$ cat src/rtl/pixel_frame_assembler_pkg.sv
// Shared definitions for the pooling pipeline: assembler FSM states and
// counter sizing.
package pixel_frame_assembler_pkg;

    typedef enum logic [0:0] {
        FILL = 1'b0,
        HOLD = 1'b1
    } state_e;

    // Width of a 0..n-1 index counter, never narrower than one bit
    function automatic int cnt_w_f(input int n);
        if (n < 2) begin
            return 1;
        end else begin
            return $clog2(n);
        end
    endfunction

endpackage

$ cat src/rtl/pixel_frame_assembler.sv
// Packs a raster-order pixel stream into one flat frame vector and holds it
// under a valid/ready handshake; pix_sof resynchronises a broken stream.
module pixel_frame_assembler
    import pixel_frame_assembler_pkg::*;
#(
    parameter int resolution    = 8,
    parameter int pixels_number = 16
) (
    input  logic                                clk,
    input  logic                                reset,
    input  logic [resolution-1:0]               pix_in,
    input  logic                                pix_valid,
    input  logic                                pix_sof,
    output logic                                pix_ready,
    output logic [resolution*pixels_number-1:0] frame_out,
    output logic                                frame_valid,
    input  logic                                frame_ready,
    output logic                                frame_error
);

    localparam int                 CNT_W    = cnt_w_f(pixels_number);
    localparam int                 FRAME_W  = resolution * pixels_number;
    localparam logic [CNT_W-1:0]   LAST_IDX = CNT_W'(pixels_number - 1);

    state_e             state_q, state_d;
    logic [CNT_W-1:0]   idx_q, idx_d;
    logic [FRAME_W-1:0] frame_q, frame_d;
    logic               valid_q, valid_d;
    logic               error_q, error_d;

    logic               accept_s;
    logic               wr_en_s;
    logic [CNT_W-1:0]   wr_idx_s;

    // Ready depends only on registered state, so no path from frame_ready
    assign pix_ready = (state_q == FILL) && !reset;
    assign accept_s  = pix_valid && pix_ready;

    // Next-state, index and write-enable decode for the FILL/HOLD FSM
    always_comb begin
        state_d  = state_q;
        idx_d    = idx_q;
        valid_d  = valid_q;
        error_d  = 1'b0;
        wr_en_s  = 1'b0;
        wr_idx_s = idx_q;
        case (state_q)
            FILL: begin
                if (accept_s) begin
                    wr_en_s = 1'b1;
                    if (pix_sof) begin
                        // Restart at slot 0; stale slots get overwritten later
                        wr_idx_s = {CNT_W{1'b0}};
                        idx_d    = CNT_W'(1);
                        error_d  = (idx_q != {CNT_W{1'b0}});
                    end else if (idx_q == LAST_IDX) begin
                        idx_d   = {CNT_W{1'b0}};
                        state_d = HOLD;
                        valid_d = 1'b1;
                    end else begin
                        idx_d = idx_q + CNT_W'(1);
                    end
                end else begin
                    idx_d = idx_q;
                end
            end
            HOLD: begin
                if (valid_q && frame_ready) begin
                    valid_d = 1'b0;
                    state_d = FILL;
                end else begin
                    valid_d = valid_q;
                    state_d = HOLD;
                end
            end
            default: begin
                state_d = FILL;
                idx_d   = {CNT_W{1'b0}};
                valid_d = 1'b0;
            end
        endcase
    end

    // Slot write: only the addressed pixel lane changes, others keep stale data
    always_comb begin
        frame_d = frame_q;
        for (int k = 0; k < pixels_number; k++) begin
            if (wr_en_s && (wr_idx_s == CNT_W'(k))) begin
                frame_d[k*resolution +: resolution] = pix_in;
            end else begin
                frame_d[k*resolution +: resolution] = frame_q[k*resolution +: resolution];
            end
        end
    end

    // State and datapath registers with synchronous reset
    always_ff @(posedge clk) begin
        if (reset) begin
            state_q <= FILL;
            idx_q   <= {CNT_W{1'b0}};
            frame_q <= {FRAME_W{1'b0}};
            valid_q <= 1'b0;
            error_q <= 1'b0;
        end else begin
            state_q <= state_d;
            idx_q   <= idx_d;
            frame_q <= frame_d;
            valid_q <= valid_d;
            error_q <= error_d;
        end
    end

    assign frame_out   = frame_q;
    assign frame_valid = valid_q;
    assign frame_error = error_q;

endmodule

$ cat config.mk
export PLATFORM = sky130hd
export DESIGN_NAME = pixel_frame_assembler
export DESIGN_NICKNAME = d
export VERILOG_FILES = /design/src/rtl/pixel_frame_assembler_pkg.sv /design/src/rtl/pixel_frame_assembler.sv
export SDC_FILE = /design/constraint.sdc
export NUM_CORES = 1
export LEC_CHECK = 0
export CORE_MARGIN = 1.5
export CORE_UTILIZATION = 49
export CTS_CLUSTER_SIZE = 10
export DETAILED_ROUTE_END_ITERATION = 16
export GPL_ROUTABILITY_DRIVEN = 0
export GPL_TIMING_DRIVEN = 0
export PLACE_DENSITY = 0.8
export SETUP_SLACK_MARGIN = 0.1
export SLEW_MARGIN = 10
export SYNTH_ARGS = -nofsm -noshare
export SYNTH_HDL_FRONTEND = slang
export SYNTH_SLANG_ARGS = --single-unit
$ cat constraint.sdc
create_clock -name clk -period 2.2 [get_ports clk]
set_clock_uncertainty 0.1 [all_clocks]
set_input_delay 0.44 -clock clk [delete_from_list [all_inputs] [get_ports clk]]
set_output_delay 0.44 -clock clk [all_outputs]
set_load 0.01 [all_outputs]
==> flow_summary.json, run 1 <==
{
  "outcome": "finished, final reports clean",
  "cts_hold_buf": 0,
  "routed_wl_mm": 18.7,
  "rows": 39,
  "diodes": 0,
  "wl_met3_mm": 1.62,
  "start_kind": "input port",
  "grt_max_degree": 17,
  "yosys_register_bits": 135,
  "antenna_found_initial": 0,
  "ys_warn_count": 0,
  "synth_area_sq_um": 5650,
  "maxCapViolCount": 0,
  "holdWs_ps": 361,
  "dp.cells": 911,
  "grt_overflow_total": 0,
  "seq_power_share": 0.436,
  "root_buffer": "clkbuf_16",
  "clkLatencyLatePin_ps": 420,
  "path_clk_slew_ps": 60,
  "cts_sinks": 135,
  "endpoint_kind": "output pin",
  "grt_pass1_vias": 5442,
  "cts_tree": "done",
  "ys.flop_type": "dfxtp_1",
  "p_clk_frac": 0.497,
  "grt_pass1_wl_mm": 28.0,
  "async_flop_share": 0,
  "nFillCells": 891,
  "die_w_um": 110,
  "dp_hpwl_mm": 13.1,
  "syn_inst": 627,
  "drtIter0Drc": 630,
  "top_layer_used": "met4",
  "ys_seq_area_frac": 0.479,
  "numCtsBuffers": 17,
  "critPathKind": "input port to output pin",
  "ys_types": 46,
  "drive_above_1_share": 0.164,
  "htreeDepth": 4,
  "stdcell_count": 948,
  "leakagePower_nw": 2.82,
  "pin_count": 144,
  "finalSetupViolations": 0,
  "vdd_drop_max_mv": 0.449,
  "drc": 0,
  "routedWlPerCell_um": 19.8,
  "internal-power_w": 0.00429,
  "worstPathRequired_ps": 1660,
  "clock.fmax_mhz": 475,
  "tightest_slew_ps": 756,
  "synth_nets": 642,
  "power.density_nw_per_um2": 719,
  "syn_to_final_growth_pct": 40.4,
  "wl_met2_mm": 9.09,
  "viasPerCell": 6.13,
  "avgSynthCellArea_sq_um": 9.01,
  "dieArea_sq_um": 12200,
  "max_slew_margin": 0.496,
  "vias": 5808,
  "rsz0062_at_grt": "no",
  "cp.arrival_ps": 1560,
  "finalHoldViolations": 0,
  "drt-pass1-iter-count": 6,
  "slew_violations": 0,
  "postRouteAntennaNets": 0,
  "initial_utilization": 0.499,
  "clockBufferDepth": 2,
  "p_sw_w": 0.00141,
  "drt-met1-wl_mm": 7.42,
  "critPathMaxFanout": 10,
  "swShare": 0.247,
  "die_h_um": 110,
  "combPwrFrac": 0.067,
  "core_sq_um": 11300,
  "track_usage": 0.308,
  "layout_min_cycle_time_ps": 2100,
  "final_nets": 807,
  "port_buffers": 141,
  "synth_edf_count": 0,
  "hold_path.class": "flip-flop to flip-flop",
  "post-route-period-util": 0.956
}
==> kinds of logic (layout without fill, tap and decap cells) <==
kind of cell,Yosys count,after routing,synth area share
DFF,135,135,0.479
buffers and inverters,76,254,0.0605
adders and majority gates,2,2,0.00443
AOI/OAI and AO/OA,174,174,0.186
and+or+nand+nor,224,224,0.242
muxes,16,16,0.0284
==> layout make-up <==
type | count | area [sq um] | area share
multi-input combinational | 416 | 2620 | 0.330
buffer | 72 | 377 | 0.0475
inverter | 4 | 15.0 | 0.00189
clock inverter | 15 | 168 | 0.0212
tap | 143 | 179 | 0.0226
sequential | 135 | 2710 | 0.341
clock buffer | 17 | 425 | 0.0537
timing repair buffer | 146 | 1440 | 0.182
==> worst max-delay path, stage by stage <==
cell           delay, ps
dlygate4sd2_1        270
buf_6                130
buf_6                130
clkbuf_8             160
buf_8                150
nor2_2               120
buf_2                150
==> layout by cell type, fill, tap and decap left out, types with 6 or more instances in the layout <==
cell type / Yosys / routed
clkbuf_2: 2 / 9
buf_4: 1 / 6
buf_6: 4 / 6
dfxtp_1: 135 / 133
a31o_1: 13 / 13
nor3_1: 46 / 46
clkbuf_1: 46 / 34
a21oi_1: 64 / 64
nand4_1: 9 / 9
o21ai_1: 1 / 6
nand2_1: 39 / 39
nand3_1: 68 / 68
clkbuf_16: 0 / 17
or4b_2: 8 / 8
clkdlybuf4s50_1: 0 / 139
or3b_2: 6 / 6
o21ai_0: 60 / 55
or3_1: 7 / 7
buf_2: 16 / 18
nand2b_1: 9 / 9
a31o_2: 31 / 31
mux2i_1: 16 / 16
==> state kept, by name, summed over array words and instances (netlist names) <==
signal	count
idx_q	4
frame_out	128
state_q	1
frame_error	1
frame_valid	1
==> path summary, 6_finish.rpt <==
check / from / end / slack (ps) / cells past startpoint
worst max-delay path: reset / pix_ready / 100 / 7
worst min-delay path: frame_out[57]$_SDFFE_PP0P_ / frame_out[57]$_SDFFE_PP0P_ / 360 / 2
worst min register to register: frame_out[57]$_SDFFE_PP0P_ / frame_out[57]$_SDFFE_PP0P_ / 360 / 2
worst max register to register: state_q$_SDFF_PP0_ / frame_out[100]$_SDFFE_PP0P_ / 210 / 5
==> cell usage after synthesis, drive strengths merged (5+ instances only) <==
master | instances | area [sq um]
a21oi | 64 | 320
a31o | 44 | 385
buf | 24 | 144
clkbuf | 48 | 183
dfxtp | 135 | 2700
mux2i | 16 | 160
nand2 | 39 | 146
nand2b | 9 | 56.3
nand3 | 68 | 340
nand4 | 10 | 68.8
nor3 | 46 | 230
nor4b | 5 | 104
o21ai | 61 | 305
or3 | 7 | 43.8
or3b | 7 | 61.3
or4b | 12 | 120
==> what timing repair did <==
action	CTS	global route
pin swaps	0	2
resized for setup	18	33
endpoints found under the setup margin	95	102
cloned	0	0
buffers inserted	1	4
==> power groups by stage <==
stage,Sequential [W],Combinational [W],Clock (W)
global route,0.00249,0.000400,0.00297
finish,0.00249,0.000380,0.00284
global placement,0.00254,0.000342,0
floorplan,0.00254,0.000192,0
detailed placement,0.00254,0.000349,0
CTS,0.00248,0.000357,0.00283
==> stage by stage <==
stage          TNS [ps]  setup WS, ps  cell area (sq um)   util  total power (W)
6_report              0          96.0               7930  0.700          0.00570
5_1_grt               0           101               7930  0.700          0.00585
4_1_cts               0           102               7870  0.695          0.00568
3_5_place_dp     -55850         -1240               7240  0.639          0.00289
3_3_place_gp     -51360         -1190               7240  0.639          0.00288
2_1_floorplan         0           166               5650      -          0.00273
==> metal layers <==
layer,vias to the layer above,global-route usage
met1,2769,0.388
met5,-,0
met3,60,0.0764
li1,2631,-
met2,348,0.497
met4,0,0.137
Note: power is estimated with default switching activity, not from simulation.
==> run 2: changes to the inputs <==
Settings changed: CTS_CLUSTER_SIZE 10 to 25, PLACE_DENSITY 0.8 to 0.85.
==> flow_summary.json, run 2 (synthesis gave the netlist of run 1 again) <==
{
  "finalSetupViolations": 0,
  "antenna_found_initial": 0,
  "path_clk_slew_ps": 60,
  "setup_tns_ps": 0,
  "dp_hpwl_mm": 13.1,
  "grt_overflow_total": 0,
  "vias": 5923,
  "hold_path.class": "flip-flop to flip-flop",
  "tightest_slew_ps": 793,
  "die_h_um": 110,
  "core_sq_um": 11300,
  "pin_count": 144,
  "syn_to_final_growth_pct": 42.7,
  "drtIter0Drc": 740,
  "dp.cells": 911,
  "clkLatencyLatePin_ps": 410,
  "wl_met2_mm": 9.37,
  "vdd_drop_max_mv": 0.503,
  "numCtsBuffers": 17,
  "grt_max_degree": 17,
  "cp.arrival_ps": 2370,
  "layout_min_cycle_time_ps": 2140,
  "routed_wl_mm": 19.6,
  "leakagePower_nw": 2.88,
  "track_usage": 0.309,
  "grt_pass1_vias": 5432,
  "root_buffer": "clkbuf_16",
  "slew_violations": 0,
  "worstPathRequired_ps": 2430,
  "start_kind": "input port",
  "rsz0062_at_grt": "yes",
  "clock.fmax_mhz": 467,
  "postRouteAntennaNets": 0,
  "final_nets": 810,
  "initial_utilization": 0.499,
  "finalHoldViolations": 0,
  "final_cell_mix": "139 x clkdlybuf4s50_1, 133 x dfxtp_1, 68 x nand3_1, 64 x a21oi_1, 56 x o21ai_0",
  "wl_met3_mm": 1.89,
  "port_buffers": 141,
  "stdcell_count": 951,
  "maxCapViolCount": 0,
  "drt-pass1-iter-count": 5,
  "cts_sinks": 135,
  "critPathMaxFanout": 10,
  "htreeDepth": 4,
  "largest_reg_flops": 128,
  "grt_pass1_wl_mm": 28.3,
  "critPathKind": "input port to flip-flop",
  "power.density_nw_per_um2": 766,
  "max_slew_margin": 0.471,
  "top_layer_used": "met4",
  "die_w_um": 110,
  "diodes": 0,
  "outcome": "finished, final reports clean",
  "drt-met1-wl_mm": 7.71,
  "post-route-period-util": 0.974,
  "endpoint_kind": "flip-flop",
  "clockBufferDepth": 2,
  "drive_above_1_share": 0.168,
  "rows": 39,
  "drc": 0,
  "routedWlPerCell_um": 20.7,
  "final_common_cell": "clkdlybuf4s50_1",
  "dieArea_sq_um": 12200,
  "viasPerCell": 6.23,
  "cts_tree": "done",
  "cts_hold_buf": 0
}
-- run 2: final timing paths --
check                          endpoint                       start  depth (start not counted)  slack (ps)
max          frame_out[81]$_SDFFE_PP0P_                     pix_sof                          6          60
min          frame_out[58]$_SDFFE_PP0P_  frame_out[58]$_SDFFE_PP0P_                          2         360
max reg2reg  frame_out[81]$_SDFFE_PP0P_          state_q$_SDFF_PP0_                          5         130
min reg2reg  frame_out[58]$_SDFFE_PP0P_  frame_out[58]$_SDFFE_PP0P_                          2         360
-- run 2: final cells by class --
| cell class | instances | area [sq um] |
|---|---|---|
| Buffer | 72 | 378 |
| Timing Repair Buffer | 149 | 1470 |
| Clock inverter | 11 | 219 |
| Inverter | 4 | 15.0 |
| Tap cell | 143 | 179 |
| Fill cell | 831 | 3260 |
| Sequential cell | 135 | 2710 |
| Multi-Input combinational cell | 416 | 2630 |
| Clock buffer | 21 | 470 |
-- run 2: routing by layer --
layer | vias to the layer above | GRT usage
li1 | 2642 | -
met1 | 2806 | 0.393
met2 | 402 | 0.501
met3 | 73 | 0.0729
met4 | 0 | 0.131
met5 | - | 0
-- run 2: metrics by stage --
stage / area (sq um) / util / power [W] / hold WS, ps / worst slack (ps)
after global routing: 8060 / 0.712 / 0.00631 / 384 / -38.6
after global placement: 7240 / 0.639 / 0.00288 / 346 / -1150
after CTS: 7980 / 0.705 / 0.00613 / 369 / 90.5
final: 8060 / 0.712 / 0.00617 / 364 / 56.4
after detailed placement: 7240 / 0.639 / 0.00289 / 360 / -1190
after floorplan: 5650 / - / 0.00273 / 383 / 166
-- run 2: repair_timing --
action | in CTS | in global routing
pin swaps | 0 | 1
gates cloned | 0 | 0
resized for setup | 23 | 28
setup buffers | 1 | 7
setup endpoints to repair | 94 | 90
-- run 2: critical path: stages --
cell             delay (ps)
clkdlybuf4s50_1         450
buf_6                   180
nor4b_4                 550
buf_2                   350
nand3_1                 150
a21oi_1                 250
-- run 2: report_power, final --
group / internal, W / switching (W)
Clock: 0.00222 / 0.00107
Sequential: 0.00247 / 0.0000209
Combinational: 0.000140 / 0.000253
